## config.mk

```make
export PLATFORM = sky130hd
export DESIGN_NAME = timer_irq
export DESIGN_NICKNAME = d
export VERILOG_FILES = /design/src/rtl/timer_irq.sv
export SDC_FILE = /design/constraint.sdc
export NUM_CORES = 1
export LEC_CHECK = 0
export CAP_MARGIN = 20
export CORE_MARGIN = 1.5
export CORE_UTILIZATION = 40
export DETAILED_ROUTE_END_ITERATION = 10
export DONT_BUFFER_PORTS = 1
export PLACE_DENSITY_LB_ADDON = 0.3
export SKIP_LAST_GASP = 1
export SYNTH_ARGS = -nofsm -noshare
export SYNTH_HDL_FRONTEND = slang
export SYNTH_SLANG_ARGS = --single-unit
```

## constraint.sdc

```tcl
create_clock -name clk -period 1.9 [get_ports clk]
set_clock_uncertainty 0.15 [all_clocks]
set_input_delay 0.38 -clock clk [delete_from_list [all_inputs] [get_ports clk]]
set_output_delay 0.38 -clock clk [all_outputs]
set_load 0.02 [all_outputs]
```

## src/rtl/timer_irq.sv

```systemverilog
// Programmable interval timer with an interrupt-request latch.
// A prescaler counter (pc) divides the clock down to ticks, and a period
// counter (count) divides ticks down to expiries. Each expiry can raise
// i_timer. i_timer stays high until the CPU acknowledges the request through
// s_finish_interr. An expiry that arrives while a request is still pending
// sets the sticky 'missed' flag.
module timer_irq #(
  parameter int PRESC_W = 8,
  parameter int CNT_W   = 8
) (
  input  logic             clk,
  input  logic             reset,
  input  logic             we,
  input  logic [1:0]       addr,
  input  logic [7:0]       wdata,
  input  logic             s_finish_interr,
  output logic             i_timer,
  output logic [CNT_W-1:0] count,
  output logic             running,
  output logic             missed
);

  typedef enum logic [1:0] {
    ADDR_PRESC   = 2'd0,
    ADDR_PERIOD  = 2'd1,
    ADDR_CTRL    = 2'd2,
    ADDR_RESTART = 2'd3
  } addr_e;

  typedef enum logic {
    IDLE = 1'b0,
    PEND = 1'b1
  } state_e;

  logic [PRESC_W-1:0] presc;
  logic [CNT_W-1:0]   period;
  logic [PRESC_W-1:0] pc;
  logic [CNT_W-1:0]   count_q;
  logic               en;
  logic               oneshot;
  logic               irq_en;
  logic               missed_q;
  state_e             state_q;
  state_e             state_d;

  logic ctrl_wr;
  logic clr;
  logic tick;
  logic expire;
  logic irq_event;

  // Decode register writes, then derive tick, expiry and request events.
  // A write that clears the counters suppresses the tick and expiry of that cycle.
  assign ctrl_wr   = we && (addr_e'(addr) == ADDR_CTRL);
  assign clr       = we && (addr_e'(addr) != ADDR_CTRL);
  assign tick      = en && !clr && (pc == presc);
  assign expire    = tick && (count_q == period);
  assign irq_event = expire && irq_en;

  // Hold the PRESC and PERIOD configuration registers.
  // NOTE: sequential state is written with non-blocking assignments, so all
  // flops in a clocked block sample the pre-edge values of their inputs.
  always_ff @(posedge clk) begin
    if (reset) begin
      presc  <= '0;
      period <= '0;
    end else if (we) begin
      if (addr_e'(addr) == ADDR_PRESC)  presc  <= PRESC_W'(wdata);
      if (addr_e'(addr) == ADDR_PERIOD) period <= CNT_W'(wdata);
    end
  end

  // Hold the CTRL bits. An expiry in one-shot mode drops 'en', unless a CTRL
  // write on the same edge supplies a new value.
  always_ff @(posedge clk) begin
    if (reset) begin
      en      <= 1'b0;
      oneshot <= 1'b0;
      irq_en  <= 1'b0;
    end else if (ctrl_wr) begin
      en      <= wdata[0];
      oneshot <= wdata[1];
      irq_en  <= wdata[2];
    end else if (expire && oneshot) begin
      en      <= 1'b0;
    end
  end

  // Run the prescaler and period counters. They are cleared by a write to
  // PRESC, PERIOD or RESTART and hold while the timer is disabled.
  always_ff @(posedge clk) begin
    if (reset || clr) begin
      pc      <= '0;
      count_q <= '0;
    end else if (en) begin
      pc <= tick ? '0 : pc + PRESC_W'(1);
      if (tick) count_q <= expire ? '0 : count_q + CNT_W'(1);
    end
  end

  // Hold the request-FSM state register.
  always_ff @(posedge clk) begin
    if (reset) state_q <= IDLE;
    else       state_q <= state_d;
  end

  // Compute the next request state. A new event wins over a simultaneous ack,
  // so the fresh request is served next.
  // NOTE: state_d takes a default before any branch, so no latch is inferred.
  always_comb begin
    state_d = state_q;
    unique case (state_q)
      IDLE: if (irq_event) state_d = PEND;
      PEND: if (s_finish_interr && !irq_event) state_d = IDLE;
      default: state_d = IDLE;
    endcase
  end

  // Maintain the sticky lost-expiry flag. When a set condition and a clear
  // write land on the same edge, the set wins.
  always_ff @(posedge clk) begin
    if (reset) begin
      missed_q <= 1'b0;
    end else if (state_q == PEND && irq_event && !s_finish_interr) begin
      missed_q <= 1'b1;
    end else if (ctrl_wr && wdata[3]) begin
      missed_q <= 1'b0;
    end
  end

  assign i_timer = (state_q == PEND);
  assign count   = count_q;
  assign running = en;
  assign missed  = missed_q;

endmodule

```

=== Word level (Yosys, flattened, before mapping) ===
Cells that the tools add are included.

* Register bits after elaboration: 37
* Input port bits: 14
* Output and inout port bits: 11
* Logic and storage cells: 47

* Add/sub/neg operators: 2
* Equality and inequality tests: 5
* Mux-type cells: 9
* Bitwise operators: 1
* Reduce and logical (&&, ||, !) cells: 21

{| class="wikitable"
|+ Operator list
! cell !! number
|-
| $add 8x1->8 const B || 2
|-
| $eq 8x8->1 || 2
|-
| $mux 8 || 2
|-
| $logic_and 1x1->1 || 11
|-
| $mux 1 || 6
|-
| $reduce_and 2->1 || 3
|-
| $reduce_bool 2->1 || 2
|-
| $logic_not 1->1 || 3
|-
| $eq 2x1->1 const B || 1
|-
| $eq 2x2->1 const B || 1
|-
| $logic_not 2->1 || 1
|-
| $ne 2x2->1 const B || 1
|-
| $pmux 1 s2 || 1
|-
| $logic_or 1x1->1 || 1
|-
| $not 1->1 || 1
|}

=== Logic depth before layout (Yosys ltp) ===
Gate-level depths: netlist of the first run.

* Depth in word-level cells: 11
* Mapped depth: 6
* Mapped depth without buffers: 5

=== Worst setup path before layout of the first run ===
Ideal clock, no wire load.

* Path kind: reg-to-reg
* Start: register count_q[1], in the netlist count[1]
* End: register count_q[6], in the netlist count[6]
* Library setup time: 0.124 ns
* Arrival time: 1.482 ns
* Data required time: 1.626 ns
* Path slack: 0.144 ns
* Cell stages (with the launch flop): 6
* Buffers on the path: 0
* Clock period less this slack: 1.756 ns
* Cells stage by stage: dfxtp_1 > xor2_1 > nor4_1 > nand2_1 > nand3_1 > o22ai_1

* Word-level cells in the longest chain between the ends: 3
* Elaborated cells between the ends (all ways): 4
* Classes of those cells: add/sub (1); eq/ne (1); mux (1); reduce/logical (1)

{| class="wikitable"
|+ RTL lines
! item !! line !! RTL
|-
| from (decl) || 38 || <nowiki>logic [CNT_W-1:0] count_q;</nowiki>
|-
| from (signal assigned) || 97 || <nowiki>if (tick) count_q <= expire ? '0 : count_q + CNT_W'(1);</nowiki>
|-
| branches (longest 2 deep; another with $add 8x1->8) || -- ||
|-
| $mux 8 * || 97 ||
|}

Every way passes the cells marked *.
A chain may end at the register's enable or synchronous reset.

=== Worst setup path after layout of the first run ===
* Start: register pc[6]
* End: register en, in the netlist running

* Word-level cells in the longest chain between the ends: 5

{| class="wikitable"
|+ RTL lines
! item !! line !! RTL
|-
| from (decl) || 37 || <nowiki>logic [PRESC_W-1:0] pc;</nowiki>
|-
| from (signal assigned) || 96 || <nowiki>pc <= tick ? '0 : pc + PRESC_W'(1);</nowiki>
|-
| $eq 8x8->1 || 56 || <nowiki>assign tick = en && !clr && (pc == presc);</nowiki>
|-
| $logic_and 1x1->1 || 56 ||
|-
| $logic_and 1x1->1 || 57 || <nowiki>assign expire = tick && (count_q == period);</nowiki>
|-
| $logic_and 1x1->1 || 84 || <nowiki>end else if (expire && oneshot) begin</nowiki>
|-
| $reduce_bool 2->1 (no line) || -- ||
|-
| to (signal assigned) || 81 || <nowiki>en <= wdata[0];</nowiki>
|-
| to (decl) || 39 || <nowiki>logic en;</nowiki>
|}

No other way between the ends.

==> results of run 1 <==
registers in the layout, summed over array words and instances, names as in the netlist:
name	cells
presc	8
pc	8
irq_en	1
period	8
running	1
count	8
missed	1
oneshot	1
i_timer	1
power breakdown:
part           switching, W  internal (W)  total (W)
clock              0.000276      0.000328   0.000603
combinational     0.0000940     0.0000749   0.000169
sequential        0.0000188      0.000794   0.000813
total              0.000388       0.00120    0.00159
synth_stat cells (2+ instances only):
cell,count,area share [%]
or3_1,5,1.8
dfxtp_1,37,42
nand2_1,15,3.2
nor3b_1,2,0.86
mux2i_1,19,11
a21oi_1,11,3.1
ha_1,2,1.4
nand3_1,6,1.7
a31o_2,2,1.0
buf_2,3,0.86
nor2_1,30,6.4
nand4_1,3,1.1
inv_1,2,0.43
xor2_1,16,8.0
nor4_1,2,0.72
nand3b_1,3,1.3
o22ai_1,6,2.1
xnor2_1,7,3.5
and3_1,4,1.4
metal layers:
| metal | vias to the layer above | track usage (%) |
|---|---|---|
| li1 | 697 | - |
| met1 | 638 | 22.0 |
| met3 | 8 | 4.39 |
| met5 | - | 0 |
| met4 | 0 | 5.88 |
| met2 | 27 | 25.4 |
final cells by class:
class / count / share of cell area (%)
multi-input cells: 146 / 48.7
repair buffers: 16 / 6.30
well taps: 50 / 3.09
flip-flops and latches: 37 / 36.5
clock inverters: 1 / 0.247
clock buffers: 7 / 4.75
inverters: 2 / 0.370
worst max-delay path, stage by stage (launching register included):
cell       delay [ns]
dfxtp_1          0.34
xor2_1           0.21
a2111oi_4        0.37
nand3_2          0.26
nor2_2           0.25
o22ai_1          0.11
metrics by stage:
stage / hold slack [ns] / area [um^2]
final: 0.00686 / 2030
after global routing: 0.00504 / 2030
after CTS: 0.000217 / 2010
after detailed placement: 0.307 / 1890
after global placement: 0.304 / 1890
after floorplan: 0.314 / 1750
worst max-delay path by stage:
stage | cells after the start | to | slack [ns]
detailed placement | 5 | pc[7] | 0.1
global route | 5 | running | 0.02
finish | 5 | running | 0.10
CTS | 5 | pc[1] | 0.1
global placement | 6 | count[7] | 0.12
floorplan | 5 | count[6] | 0.14
cell families (layout without fill, tap and decap cells):
kind of cell,Yosys count,after routing,synth area share (%)
XOR/XNOR,23,23,11.5
adder cells (fa/ha/maj),2,2,1.43
AO/OA/AOI/OAI,23,23,9.16
AND/OR/NAND/NOR,79,79,23.0
flip-flops,37,37,42.3
multiplexers,19,19,10.9
buffers and inverters,7,26,1.72
repair_timing:
| item | 4_1_cts | 5_1_grt |
|---|---|---|
| hold endpoints to repair | 10 | 3 |
| gates resized for setup | 0 | 2 |
| setup endpoints to repair | 0 | 16 |
| hold buffers | 2 | 1 |
==> results.md, run 1 <==
- Die X-Extent: 69.1 um
- Ys flop type: dfxtp_1
- #FFs+latches synth: 37
- Die area: 4780 um^2
- Syn nets: 206
- Hold Fails Final Rpt: 0
- Final wirelength: 3880 um
- TritonRoute pass-1 iters: 4
- CTS buffer count: 5
- TritonCTS Sinks: 37
- Clock buffer depth: 2
- Power per Cell Area: 782 nW/um^2
- CP max FO: 9
- N_diodes: 0
- Largest net degree at the start of global routing: 14
- Grt total ovfl: 0
- Via-to-Cell Ratio: 5.29
- Commonest non-fill, non-tap cells in the layout: dfxtp_1, nor2_1, mux2i_1
- Root Buffer: clkbuf_8
- PortBufs: 0
- Final Core Density: 49.3%
- M1 WL: 1800 um
- Setup WS pre-CTS: 0.0966 ns
- Status: finished, final reports clean
- Max rail drop VDD: 0.000472 V
- Final Power: 0.00159 W
- Fillers: 396
- Slew HR: 64.0%
- Post-synthesis sequential area ratio: 42.3%
- Hold wc startpoint: reset
- Routed Antenna Nets: 0
- RSZ-0062 raised after global routing: no
- Mapped cell area: 1750 um^2
- Starting Density: 42.5%
- # rows: 23
- Wire per inst: 15.0 um
- Reg2Reg Depth: 5
- CTS H-tree depth: 2
- Clk slew on worst S/H paths: 0.07 ns
- Async SR Flop Fraction: 0%
- Core Region: 4120 um^2
- CP Class: flip-flop to flip-flop
- Register area: 741 um^2
- Fin nets: 224
- Hold Path End: presc[5]
- GRT Util Overall: 16.5%
- Synth unique cells: 34
- Max_cap viols: 0
- R2R Path End: running
- Drt initial violations: 36
- Vias in the first global route: 1,336
- Finished Layout Cells: 259
- Critical path arrival: 1.82 ns
- Mapped Cells: 190
- First-pass GRT wire length: 6340 um
- Worst Max-Slew Pin Slew: 0.539 ns
- Count of pins over their slew limit: 0
- Wire length on met3: 170 um
- Fmax: 0.556 GHz
- Setup TNS: 0 ns
- Crit path launch type: flip-flop
- Die Y: 69.1 um
- Reg2Reg Launch Point: pc[6]
- Mapped Avg Cell Area: 9.21 um^2
- Placed cell count: 248
- Commonest non-fill, non-tap cell in the layout: dfxtp_1
- Area added between synthesis and finish: 15.9%
- Clk_lat worst skew: 0.29 ns
- Tcrit/Tclk final: 94.6%
- Worst hold path type: primary input to flip-flop
- Hold Path Stages: 1
- Setup crit end kind: flip-flop
- Yosys warnings: 0
- Layout cells sized above 1: 13.9%
- CP startpoint: pc[6]
- Final Critical Period: 1.80 ns
- P_leak: 0.892 nW
- Multi-input logic area: 987 um^2
- Met2 WL: 1830 um
- Number of setup buffers added after CTS: 0
- Initial antenna violation count: 0
- Placer congestion estimate: 0.840
- Uppermost layer routed: met4
- R2R Setup Slk: 0.10 ns
- Post-DP HPWL: 2770 um
- Number of I/O pins: 25
- Setup Viol. Count Final: 0
- TritonCTS clock tree: built
- WP data required: 1.92 ns
- Number of synthesized flops with an enable pin: 0
- Total number of vias: 1,370
- PnR worst setup slack: 0.102 ns
- DRC: 0
Note: power is estimated with default switching activity, not from simulation.
==> run 2, diff against run 1 <==
--- a/config.mk
+++ b/config.mk
@@ -10,6 +10,7 @@
 export CORE_UTILIZATION = 40
 export DETAILED_ROUTE_END_ITERATION = 10
 export DONT_BUFFER_PORTS = 1
+export HOLD_SLACK_MARGIN = 0.08
 export PLACE_DENSITY_LB_ADDON = 0.3
 export SKIP_LAST_GASP = 1
 export SYNTH_ARGS = -nofsm -noshare
==> results.md, run 2 (synthesis gave the netlist of run 1 again) <==
- Placed cell count: 248 (unchanged)
- GRT Util Overall: 16.2% (-0.27 points)
- N_diodes: 0 (unchanged)
- Tcrit/Tclk final: 95.8% (+1.2 points)
- R2R Path End: running
- Net switching power: 0.000387 W (-0.47%)
- Vias in the first global route: 1,323 (-0.97%)
- Critical path arrival: 1.82 ns (about the same)
- Max rail drop VDD: 0.000502 V (+6.4%)
- Initial antenna violation count: 0 (unchanged)
- Max_cap viols: 0 (unchanged)
- Reg2Reg Depth: 5 (unchanged)
- Placer congestion estimate: 0.840 (unchanged)
- Crit path launch type: flip-flop
- Hold Fails Final Rpt: 0 (unchanged)
- TritonCTS Sinks: 37 (unchanged)
- Sw Share: 24.5% (-0.043 points)
- CP max FO: 9 (unchanged)
- DRC: 0 (unchanged)
- # rows: 23 (unchanged)
- Final wirelength: 3730 um (-3.8%)
- PortBufs: 0 (unchanged)
- Die Y: 69.1 um (unchanged)
- CP Class: flip-flop to flip-flop
- Sequential fraction of design power: 51.4% (about the same)
- CTS buffer count: 5 (unchanged)
- Via-to-Cell Ratio: 5.27 (-0.40%)
- Grt total ovfl: 0 (unchanged)
- Worst Max-Slew Pin Slew: 0.715 ns (+0.177 ns)
- Die area: 4780 um^2 (unchanged)
- Commonest non-fill, non-tap cells in the layout: dfxtp_1, nor2_1, mux2i_1
- Clk_lat worst skew: 0.29 ns (about the same)
- Placed inst area: 1890 um^2 (unchanged)
- Worst hold path type: primary input to flip-flop
- Hold Path End: period[0]
- Clock buffer depth: 2 (unchanged)
- Slew HR: 52.1% (-12 points)
- Core Region: 4120 um^2 (unchanged)
- Setup crit end kind: flip-flop
- Largest net degree at the start of global routing: 20 (+6)
- Wire per inst: 14.5 um (-3.1%)
- Layout cells sized above 1: 14.0% (+0.13 points)
- Reg2Reg Launch Point: pc[6]
- Count of pins over their slew limit: 0 (unchanged)
- CTS H-tree depth: 2 (unchanged)
- Total number of vias: 1,354 (-1.2%)
- Internal power: 0.00119 W (-0.24%)
- Setup Viol. Count Final: 0 (unchanged)
- Area added between synthesis and finish: 14.7%
- Hold wc startpoint: wdata[0]
- WP data required: 1.90 ns (-0.02 ns)
- Post-DP HPWL: 2770 um (unchanged)
- Design area: 2010 um^2 (-0.99%)
- Routed Antenna Nets: 0 (unchanged)
- Fmax: 0.550 GHz (-1.2%)
- Logic pwr share: 10.5% (-0.2 points)
- Power per Cell Area: 788 nW/um^2 (+0.70%)
- Fin nets: 222 (-0.89%)
- Starting Density: 42.5% (unchanged)
- Drt initial violations: 29 (-19%)
- Number of I/O pins: 25 (unchanged)
- Clk slew on worst S/H paths: 0.07 ns (about the same)
- Die X-Extent: 69.1 um (unchanged)
- Root Buffer: clkbuf_8
- TritonRoute pass-1 iters: 4 (unchanged)
- Commonest non-fill, non-tap cell in the layout: dfxtp_1
- First-pass GRT wire length: 6260 um (-1.3%)
- P_leak: 0.883 nW (-0.94%)
- Finished Layout Cells: 257 (-0.77%)
- Status: finished, final reports clean
- Clock network power share: 38.1% (about the same)
- R2R Setup Slk: 0.08 ns (-0.02 ns)
- TritonCTS clock tree: built
- Final Critical Period: 1.82 ns (+0.0220 ns)
- Hold Path Stages: 2 (+1)
## run 2: changes by cell type in the layout (fill, tap and decap cells not counted), sizes merged
cell,change
dlygate4sd3,-2
## run 2: critical path: stages (launching register included)
cell,delay [ns]
dfxtp_1,0.34
xor2_1,0.21
a2111oi_4,0.36
nand3_2,0.26
nor2_2,0.25
o22ai_1,0.11
## run 2: routing by layer
metal | GRT usage, % | share of wire (%) | vias to the layer above
li1 | - | - | 696
met1 | 21.8 | 48 | 626
met2 | 24.8 | 47 | 26
met3 | 4.39 | 4.0 | 6
met4 | 5.88 | 1.5 | 0
met5 | 0 | 0 | -
## run 2: area by class of cell
| class | count | area, um^2 |
|---|---|---|
| Fill cell | 395 | 2110 |
| Multi-Input combinational cell | 146 | 987 |
| Sequential cell | 37 | 741 |
| Timing Repair Buffer | 14 | 108 |
| Clock buffer | 7 | 96.3 |
| Tap cell | 50 | 62.6 |
| Inverter | 2 | 7.51 |
| Clock inverter | 1 | 5.00 |
## run 2: stage by stage
step	setup TNS, ns	power, W	setup slack [ns]	utilization [%]	hold WS [ns]
final	0	0.00158	0.0802	48.8	0.0887
after detailed placement	0	0.000985	0.0966	45.8	0.307
after CTS	0	0.00159	0.0969	48.6	0.0840
after global placement	0	0.000984	0.122	45.8	0.304
after floorplan	0	0.000951	0.144	-	0.314
after global routing	-0.00285	0.00165	-0.00285	48.8	0.0992
## run 2: power by group through the flow
stage | Sequential (W) | Combinational, W | Clock (W)
after floorplan | 0.000828 | 0.000123 | 0
after global placement | 0.000831 | 0.000153 | 0
after detailed placement | 0.000831 | 0.000154 | 0
after CTS | 0.000813 | 0.000163 | 0.000617
after global routing | 0.000815 | 0.000184 | 0.000651
final | 0.000813 | 0.000166 | 0.000602
## run 2: what timing repair did
action                     CTS  global route
hold buffers                 1             0
resized for setup            0             2
setup endpoints to repair    0            16
hold endpoints to repair    19             0
setup buffers                0             0
## run 2: how the worst max path moves through the flow
stage	from	slack, ns	endpoint	cells after the start
global placement	count[7]	0.12	count[7]	6
finish	pc[6]	0.08	running	5
floorplan	count[1]	0.14	count[6]	5
global route	pc[6]	-0.003	running	5
CTS	pc[6]	0.1	pc[1]	5
detailed placement	addr[0]	0.1	pc[7]	5
